File: config.mk
export PLATFORM = sky130hd
export DESIGN_NAME = dc_fu_fetch_ctrl
export DESIGN_NICKNAME = d
export VERILOG_FILES = /design/src/rtl/dc_fu_fetch_ctrl.sv
export SDC_FILE = /design/constraint.sdc
export NUM_CORES = 1
export LEC_CHECK = 0
export BUFFER_PORTS_ARGS = -buffer_cell sky130_fd_sc_hd__buf_2
export CAP_MARGIN = 20
export CORE_UTILIZATION = 30
export DETAILED_ROUTE_END_ITERATION = 8
export GPL_TIMING_DRIVEN = 0
export PLACE_DENSITY_LB_ADDON = 0.15
export SLEW_MARGIN = 30
export SYNTH_ARGS = -nofsm -noshare
export SYNTH_HDL_FRONTEND = slang
export SYNTH_SLANG_ARGS = --single-unit
File: constraint.sdc
create_clock -name clk -period 14.23 [get_ports clk]
set_input_delay 0.7115 -clock clk [delete_from_list [all_inputs] [get_ports clk]]
set_output_delay 0.7115 -clock clk [all_outputs]
set_load 0.03 [all_outputs]
File: src/rtl/dc_fu_fetch_ctrl.sv
// Line fetch controller for the display pixel pipeline: turns a frame descriptor
// into beat-aligned AXI read bursts, one line at a time, never crossing a 4 KB page.
module dc_fu_fetch_ctrl #(
    parameter int ADDR_WIDTH     = 32,
    parameter int READ_DATA_SIZE = 1,
    parameter int BITS_PER_PIXEL = 24,
    parameter int MAX_BURST_LEN  = 16
) (
    input  logic                  clk,
    input  logic                  rst,
    input  logic                  en,
    input  logic                  frame_start,
    input  logic [ADDR_WIDTH-1:0] cfg_base,
    input  logic [ADDR_WIDTH-1:0] cfg_stride,
    input  logic [11:0]           cfg_width,
    input  logic [11:0]           cfg_height,
    input  logic                  line_req,
    output logic                  axi_arvalid,
    input  logic                  axi_arready,
    output logic [ADDR_WIDTH-1:0] axi_araddr,
    output logic [7:0]            axi_arlen,
    output logic [2:0]            axi_arsize,
    output logic [1:0]            axi_arburst,
    input  logic                  axi_rvalid,
    input  logic                  axi_rlast,
    output logic                  axi_rready,
    output logic                  fetch_in_progress,
    output logic                  unaligned_read,
    output logic                  line_done,
    output logic                  frame_done,
    output logic                  busy
);

    localparam int                    BEAT_BYTES = 1 << READ_DATA_SIZE;
    localparam logic [ADDR_WIDTH-1:0] BEAT_MASK  = ADDR_WIDTH'(BEAT_BYTES - 1);
    localparam logic [13:0]           MAX_BEATS  = 14'(MAX_BURST_LEN);

    typedef enum logic [2:0] {
        S_IDLE,
        S_LINE_WAIT,
        S_ADDR,
        S_DATA,
        S_LINE_END
    } state_t;

    state_t                  state_q, state_d;
    logic [ADDR_WIDTH-1:0]   base_q, base_d;
    logic [ADDR_WIDTH-1:0]   stride_q, stride_d;
    logic [11:0]             width_q, width_d;
    logic [11:0]             height_q, height_d;
    logic [11:0]             line_idx_q, line_idx_d;
    logic [ADDR_WIDTH-1:0]   burst_addr_q, burst_addr_d;
    logic [13:0]             beats_rem_q, beats_rem_d;
    logic                    unaligned_q, unaligned_d;

    logic [ADDR_WIDTH-1:0]   line_addr;
    logic [ADDR_WIDTH-1:0]   line_offset;
    logic [31:0]             line_bits;
    logic [13:0]             line_beats;
    logic [13:0]             page_beats;
    logic [13:0]             burst_beats;
    logic [ADDR_WIDTH-1:0]   burst_bytes;

    // Line geometry: the beat count covers the leading pad bytes of an unaligned start.
    always_comb begin
        line_addr   = base_q + ADDR_WIDTH'(line_idx_q) * stride_q;
        line_offset = line_addr & BEAT_MASK;
        line_bits   = 32'(width_q) * 32'(BITS_PER_PIXEL) + 32'(line_offset) * 32'd8;
        line_beats  = 14'((line_bits + 32'(8 * BEAT_BYTES - 1)) >> (READ_DATA_SIZE + 3));
    end

    // Burst size is the tightest of: what is left of the line, the burst cap, the page end.
    always_comb begin
        page_beats  = 14'((14'h1000 - {2'b00, burst_addr_q[11:0]}) >> READ_DATA_SIZE);
        burst_beats = beats_rem_q;
        if (MAX_BEATS < burst_beats) begin
            burst_beats = MAX_BEATS;
        end
        if (page_beats < burst_beats) begin
            burst_beats = page_beats;
        end
        burst_bytes = ADDR_WIDTH'(burst_beats) << READ_DATA_SIZE;
    end

    always_comb begin
        state_d      = state_q;
        base_d       = base_q;
        stride_d     = stride_q;
        width_d      = width_q;
        height_d     = height_q;
        line_idx_d   = line_idx_q;
        burst_addr_d = burst_addr_q;
        beats_rem_d  = beats_rem_q;
        unaligned_d  = unaligned_q;
        line_done    = 1'b0;
        frame_done   = 1'b0;

        if (en) begin
            case (state_q)
                S_IDLE: begin
                    if (frame_start) begin
                        base_d     = cfg_base;
                        stride_d   = cfg_stride;
                        width_d    = cfg_width;
                        height_d   = cfg_height;
                        line_idx_d = '0;
                        state_d    = S_LINE_WAIT;
                    end
                end
                S_LINE_WAIT: begin
                    if (width_q == '0 || height_q == '0) begin
                        frame_done = 1'b1;
                        state_d    = S_IDLE;
                    end else if (line_req) begin
                        burst_addr_d = line_addr & ~BEAT_MASK;
                        beats_rem_d  = line_beats;
                        unaligned_d  = (line_offset != '0);
                        state_d      = S_ADDR;
                    end
                end
                S_ADDR: begin
                    if (axi_arready) begin
                        burst_addr_d = burst_addr_q + burst_bytes;
                        beats_rem_d  = beats_rem_q - burst_beats;
                        state_d      = S_DATA;
                    end
                end
                S_DATA: begin
                    // Only one burst is ever outstanding, so rlast closes the one we issued.
                    if (axi_rvalid && axi_rlast) begin
                        state_d = (beats_rem_q != '0) ? S_ADDR : S_LINE_END;
                    end
                end
                S_LINE_END: begin
                    line_done  = 1'b1;
                    line_idx_d = line_idx_q + 12'd1;
                    if (({1'b0, line_idx_q} + 13'd1) == {1'b0, height_q}) begin
                        frame_done = 1'b1;
                        state_d    = S_IDLE;
                    end else begin
                        state_d = S_LINE_WAIT;
                    end
                end
                default: begin
                    state_d = S_IDLE;
                end
            endcase
        end
    end

    always_ff @(posedge clk) begin
        if (rst) begin
            state_q      <= S_IDLE;
            base_q       <= '0;
            stride_q     <= '0;
            width_q      <= '0;
            height_q     <= '0;
            line_idx_q   <= '0;
            burst_addr_q <= '0;
            beats_rem_q  <= '0;
            unaligned_q  <= 1'b0;
        end else begin
            state_q      <= state_d;
            base_q       <= base_d;
            stride_q     <= stride_d;
            width_q      <= width_d;
            height_q     <= height_d;
            line_idx_q   <= line_idx_d;
            burst_addr_q <= burst_addr_d;
            beats_rem_q  <= beats_rem_d;
            unaligned_q  <= unaligned_d;
        end
    end

    // AR fields are driven only while a request is pending so idle outputs read as zero.
    assign axi_arvalid       = en && (state_q == S_ADDR);
    assign axi_araddr        = (state_q == S_ADDR) ? burst_addr_q : '0;
    assign axi_arlen         = (state_q == S_ADDR) ? 8'(burst_beats - 14'd1) : 8'd0;
    assign axi_arsize        = 3'(READ_DATA_SIZE);
    assign axi_arburst       = 2'b01;
    assign axi_rready        = en && (state_q == S_DATA);
    assign fetch_in_progress = (state_q == S_ADDR) || (state_q == S_DATA);
    assign unaligned_read    = unaligned_q;
    assign busy              = (state_q != S_IDLE);

endmodule

==> impl_metrics.toml, run 1 <==
[run_status]
outcome = "completed"

[worst_setup_path]
crit_required_ns = 14.59
critical_path_peak_fanout = 10
start_kind = "flip-flop"
crit_path_end_kind = "flip-flop"
worst-endpoint-arrival_ns = 7.57
critPathKind = "reg -> reg"
ff2ff_path_depth = 20

[clock_tree]
post_cts_buffers = 0
tritoncts = "yes"
clkSinkCount = 149
cts_hold_buf = 0
clock_tree.root_cell = "sky130_fd_sc_hd__clkbuf_16"
clock_latency_ns = 0.50
cts.repair.resized = 0
cts_max_path_buffers = 2
numCtsBuffers = 17
cts.reportedPaths.clkPinSlew_ns = 0.07
cts.htree.levels = 4

[yosys]
ys_seq_elements = 149
seq_area_frac_synth = 0.1498
synth.avg_cell_area_sq_um = 7.934
synthesis.instances = 2510
synth_area_sq_mm = 0.01992
yosysUniqueCellTypes = 86
synth_ff_type = "sky130_fd_sc_hd__dfxtp_1"
synth_enable_flop_cells = 0
synthesis.yosys.warnings = 0
ys_async_sr_fraction = 0

[final_layout]
multi_input_comb_area_sq_mm = 0.01497
post_layout_nonfiller_instances = 3562
post_route_cells_drive_above_1_share = 0.08531
area_growth_pct = 12.46
sequential_area_sq_mm = 0.002983
fillers = 7001
design.final.nets = 3167

[global_routing]
grt_start_max_net_pins = 17
grt_pass1_vias = 17390
track_usage = 0.2033
number_of_antenna_violations_at_the_first_check_in_global_routing = 4
wire_length_of_the_first_global_routing_pass_microns = 102700
global_route.overflow_total = 0

[routing]
final_antenna_net_count = 0
detailedRoute.firstIterationViolations = 1166
drt_drc_violations_left = 0
route.detailed.wl_per_inst_microns = 18.77
route.vias.total = 17510
via_per_inst = 4.916
drt_pass_1_iters = 5
total_routed_wirelength_microns = 66850

[placed_design]
routabilityCongestion = 0.9005
post-place-ws_ns = 7.098
dpl.hpwl_microns = 54860
placed_cells_incl_taps = 3528
port-buffer-count = 140

[timing]
max_freq_mhz = 138.7
number_of_endpoints_failing_setup_at_the_final_stage = 0
final.setup_skew_ns = 0.01808
finalMaxSlewViolations = 0
hold_viol = 0
setup-tns-final_ns = 0
postLayoutSetupSlackWorst_ns = 7.019
period_minus_slack_ns = 7.211
final_hold_slack_ns = 0.4464
timing.final.crit_share = 0.5067
worst_slew_pin_slew_ns = 0.9945
grt_setup_unrepaired = "false"
relSlewSlack = 0.3370

[floorplan]
die_y_microns = 259.7
ios = 148
start_util = 0.3029
placement_rows = 94
die_w_microns = 259.7
die_area_sq_mm = 0.06742
core_region_area_sq_mm = 0.06575

[power_and_ir_drop]
total_power_mw = 1.338
p_per_area_mw_per_mm2 = 59.73
total_leakage_power_nw = 10.06
ir_drop_v = 0.00008072

[worst_hold_path]
holdCritPathClass = "in -> reg"
min_path_cells = 3

[flow_run]
timing.max_cap.violations = 0
-- report_power, final --
group,leakage [nW],internal (mW),switching [mW]
Combinational,8.55,0.139,0.238
Sequential,1.21,0.435,0.0209
Clock,0.302,0.281,0.224
Total,10.1,0.855,0.483
-- cells in the final DEF, fill, tap and decap left out, types with 19 or more instances in the layout --
cell type / Yosys / final
sky130_fd_sc_hd__a21o_1: 23 / 23
sky130_fd_sc_hd__a21oi_1: 183 / 183
sky130_fd_sc_hd__and2_1: 154 / 154
sky130_fd_sc_hd__and3_1: 19 / 19
sky130_fd_sc_hd__buf_2: 3 / 143
sky130_fd_sc_hd__clkbuf_1: 127 / 125
sky130_fd_sc_hd__dfxtp_1: 149 / 149
sky130_fd_sc_hd__fa_1: 271 / 271
sky130_fd_sc_hd__ha_1: 117 / 117
sky130_fd_sc_hd__inv_1: 376 / 376
sky130_fd_sc_hd__nand2_1: 478 / 478
sky130_fd_sc_hd__nand3_1: 38 / 37
sky130_fd_sc_hd__nor2_1: 90 / 90
sky130_fd_sc_hd__nor3_1: 26 / 25
sky130_fd_sc_hd__o21ai_0: 70 / 70
sky130_fd_sc_hd__xnor2_1: 66 / 66
sky130_fd_sc_hd__xor2_1: 36 / 36
-- metal layers --
metal,GRT usage,vias to the layer above,wire length [microns],part of all wire
li1,-,8338,-,-
met1,0.2753,8598,30800,0.46
met2,0.3187,484,30220,0.45
met3,0.04103,92,3860,0.058
met4,0.07451,0,1968,0.029
met5,0,-,0,0
-- cells in the mapped netlist, drive strengths merged, types with 18 or more instances --
master,count,area (sq um)
o211ai,18,140.1
a211oi,19,147.6
inv,376,1411
and3,19,118.9
clkbuf,131,531.8
nor3,26,130.1
nand2,478,1794
nand3,40,217.7
xor2,36,315.3
fa,271,5425
nor2,91,344.1
ha,117,1464
xnor2,66,578.1
o21ai,73,380.4
a21oi,185,940.9
and2,154,963.4
a21o,24,181.4
dfxtp,149,2983
-- stage by stage --
step           area [sq um]    util
6_report              22400  0.3407
5_1_grt               22390  0.3406
4_1_cts               22380  0.3404
3_5_place_dp          21760  0.3310
3_3_place_gp          21750  0.3308
2_1_floorplan         19970       -
-- critical path, cell delays in order, from the launching register on --
cell and delay (ns):
sky130_fd_sc_hd__dfxtp_1 0.52, sky130_fd_sc_hd__clkbuf_1 0.75, sky130_fd_sc_hd__clkbuf_1 0.53, sky130_fd_sc_hd__nand2_1 0.15, sky130_fd_sc_hd__fa_1 0.51, sky130_fd_sc_hd__fa_1 0.51
sky130_fd_sc_hd__inv_1 0.05, sky130_fd_sc_hd__fa_1 0.49, sky130_fd_sc_hd__fa_1 0.55, sky130_fd_sc_hd__inv_1 0.06, sky130_fd_sc_hd__fa_1 0.54, sky130_fd_sc_hd__inv_1 0.04
sky130_fd_sc_hd__ha_1 0.37, sky130_fd_sc_hd__a21o_1 0.23, sky130_fd_sc_hd__a21o_1 0.21, sky130_fd_sc_hd__a211o_1 0.29, sky130_fd_sc_hd__a21oi_1 0.40, sky130_fd_sc_hd__o22ai_1 0.22
sky130_fd_sc_hd__o221ai_1 0.27, sky130_fd_sc_hd__mux2i_1 0.26, sky130_fd_sc_hd__a31oi_1 0.10
-- registers in the layout (all words and copies together) (netlist names) --
signal and cells:
stride_q 32, base_q 32, line_idx_q 12, burst_addr_q 31, state_q 3, height_q 12
width_q 12, unaligned_read 1, beats_rem_q 14
-- path summary, 6_finish.rpt --
kind	startpoint	endpoint	slack, ns
max	line_idx_q[4]	burst_addr_q[28]	7.02
min	cfg_width[4]	width_q[4]	0.45
max reg2reg	line_idx_q[4]	burst_addr_q[28]	7.02
min reg2reg	base_q[13]	base_q[13]	0.46
-- kinds of logic (layout without fill, tap and decap cells) --
| logic type | Yosys count | count (layout) | share of synthesized area |
|---|---|---|---|
| compound gates | 441 | 441 | 0.1427 |
| xor+xnor | 103 | 103 | 0.04599 |
| fa+ha+maj | 388 | 388 | 0.3459 |
| buf+inv | 524 | 696 | 0.1021 |
| flops | 149 | 149 | 0.1498 |
| mux | 12 | 12 | 0.006094 |
| other cells | 2 | 18 | 0.0003771 |
| simple gates | 891 | 891 | 0.2070 |
-- layout make-up --
class / instances / share of cell area
Clock buffer: 22 / 0.02162
Tap cell: 864 / 0.04827
Antenna cell: 2 / 0.0002235
Clock inverter: 10 / 0.005978
Timing Repair Buffer: 140 / 0.03128
Inverter: 376 / 0.06302
Buffer: 148 / 0.02793
Multi-Input combinational cell: 1851 / 0.6685
Sequential cell: 149 / 0.1332
No activity file was read; power rests on OpenSTA's default activity.
==> inputs of run 2 (changes only) <==
- clock period: 14.23 -> 7.1 ns (I/O delays scaled with it)
==> impl_metrics.toml, run 2 (synthesized netlist as in run 1, its figures left out) <==
[power_and_ir_drop]
ir_drop_v = 0.0001614
total_leakage_power_nw = 10.10
power_switching_share = 0.3601
comb_power_share = 0.282
switchingPower_mw = 0.9647
p_int_mw = 1.714
seq_power_share = 0.341
p_per_area_mw_per_mm2 = 119.6
clock_power_share = 0.377

[timing]
hold_viol = 0
final.setup_skew_ns = 0.01687
relSlewSlack = 0.3443
finalMaxSlewViolations = 0
timing.final.crit_share = 0.9615
period_minus_slack_ns = 6.827
number_of_endpoints_failing_setup_at_the_final_stage = 0
grt_setup_unrepaired = "false"
max_freq_mhz = 146.5
worst_slew_pin_slew_ns = 0.9836
postLayoutSetupSlackWorst_ns = 0.2730
setup-tns-final_ns = 0

[global_routing]
grt_start_max_net_pins = 17
grt_pass1_vias = 17390
track_usage = 0.2033
number_of_antenna_violations_at_the_first_check_in_global_routing = 4
wire_length_of_the_first_global_routing_pass_microns = 102700
global_route.overflow_total = 0

[routing]
final_antenna_net_count = 0
drt_pass_1_iters = 5
via_per_inst = 4.923
route.vias.total = 17520
total_routed_wirelength_microns = 66720
drt_drc_violations_left = 0
route.detailed.wl_per_inst_microns = 18.75
detailedRoute.firstIterationViolations = 1125

[clock_tree]
clock_tree.root_cell = "sky130_fd_sc_hd__clkbuf_16"
tritoncts = "yes"
cts.reportedPaths.clkPinSlew_ns = 0.07
cts_max_path_buffers = 2
cts_hold_buf = 0
clkSinkCount = 149
cts.htree.levels = 4
post_cts_buffers = 0
clock_latency_ns = 0.50
numCtsBuffers = 17

[final_layout]
layout_commonest_cell = "sky130_fd_sc_hd__nand2_1"
fillers = 6993
most_frequent_cells_in_the_layout = "sky130_fd_sc_hd__nand2_1 (478), sky130_fd_sc_hd__inv_1 (376), sky130_fd_sc_hd__fa_1 (271)"
finished_cell_area_sq_mm = 0.02240
post_route_cells_drive_above_1_share = 0.08949
area_growth_pct = 12.47
design.final.nets = 3164
sequential_area_sq_mm = 0.002983
multi_input_comb_area_sq_mm = 0.01497
reg.largest.list = "base_q x32, stride_q x32, burst_addr_q x31"

[placed_design]
post-place-ws_ns = -0.03163
port-buffer-count = 140
placed_cell_area_sq_mm = 0.02176
dpl.hpwl_microns = 54860
routabilityCongestion = 0.9005

[worst_setup_path]
cp_num_buf_inv = 5
critical_path.top_delay_family = "adder cells"
critPathKind = "reg -> reg"
worst-endpoint-arrival_ns = 7.18
critical_path_peak_fanout = 10
crit_chain = "clkbuf_1 -> clkbuf_1 -> nand2_1 -> fa_1 -> fa_1 -> inv_1 -> fa_1 -> fa_1 -> inv_1 -> fa_1 -> inv_1 -> ha_1 -> a21o_1 -> a21o_1 -> a211o_1 -> a21oi_1 -> o22ai_1 -> o221ai_1 -> mux2i_1 -> a31oi_1"
crit_required_ns = 7.45
crit_path_frequent_cell = "sky130_fd_sc_hd__fa_1"
cpPeakStageDelay_ns = 0.56
crit_path_top_delay_cell = "sky130_fd_sc_hd__fa_1"
crit_path_end_kind = "flip-flop"
start_kind = "flip-flop"

[floorplan]
die_area_sq_mm = 0.06742
die_w_microns = 259.7
core_region_area_sq_mm = 0.06575
ios = 148
start_util = 0.3029
die_y_microns = 259.7
placement_rows = 94

[flow_run]
timing.max_cap.violations = 0

[worst_hold_path]
holdCritPathClass = "in -> reg"

[run_status]
outcome = "completed"
==> run 2: cell types whose count changed in the layout (fill, tap and decap cells not counted) <==
cell and change:
sky130_fd_sc_hd__buf_1 -1, sky130_fd_sc_hd__clkbuf_1 -13, sky130_fd_sc_hd__clkbuf_2 +11
==> run 2: metal layers <==
metal	track usage	share of wire	vias up
met5	0	0	-
met4	0.07451	0.028	0
met3	0.04103	0.062	83
met2	0.3187	0.45	490
met1	0.2753	0.45	8626
li1	-	-	8321
==> run 2: power by group through the flow <==
stage	Combinational, mW	Sequential, mW	Clock [mW]
3_3_place_gp	0.747	0.932	0
2_1_floorplan	0.526	0.915	0
3_5_place_dp	0.752	0.933	0
6_report	0.756	0.913	1.01
4_1_cts	0.758	0.914	1.04
5_1_grt	0.842	0.918	1.06
==> run 2: layout make-up <==
| class | instances | area share |
|---|---|---|
| Multi-Input combinational cell | 1851 | 0.6684 |
| Sequential cell | 149 | 0.1332 |
| Inverter | 376 | 0.06301 |
| Tap cell | 864 | 0.04826 |
| Timing Repair Buffer | 140 | 0.03128 |
| Buffer | 145 | 0.02804 |
| Clock buffer | 22 | 0.02162 |
| Clock inverter | 10 | 0.005977 |
| Antenna cell | 2 | 0.0002234 |
==> run 2: worst min-delay path, cell delays in order <==
cell and delay [ns]:
sky130_fd_sc_hd__buf_2 0.09, sky130_fd_sc_hd__nand2_1 0.04, sky130_fd_sc_hd__a21oi_1 0.05
==> run 2: stage by stage <==
| stage | power (mW) | cells | util | hold WS [ns] |
|---|---|---|---|---|
| floorplan | 1.441 | 2524 | - | 0.4363 |
| global placement | 1.679 | 3528 | 0.3308 | 0.4481 |
| detailed placement | 1.685 | 3528 | 0.3310 | 0.4514 |
| CTS | 2.708 | 3560 | 0.3405 | 0.05318 |
| global route | 2.824 | 3558 | 0.3407 | 0.07584 |
| finish | 2.679 | 3559 | 0.3407 | 0.09072 |
==> run 2: final timing paths <==
check,start,endpoint,slack (ns),cells past startpoint
setup reg to reg,line_idx_q[10],burst_addr_q[28],0.27,20
hold / removal,cfg_width[4],width_q[4],0.09,3
setup / recovery,line_idx_q[10],burst_addr_q[28],0.27,20
hold reg to reg,base_q[13],base_q[13],0.46,2
==> run 2: timing repair <==
| action | in CTS | in global routing |
|---|---|---|
| gates cloned | 0 | 0 |
| resized for setup | 3 | 19 |
| endpoints found under the setup margin | 1 | 10 |
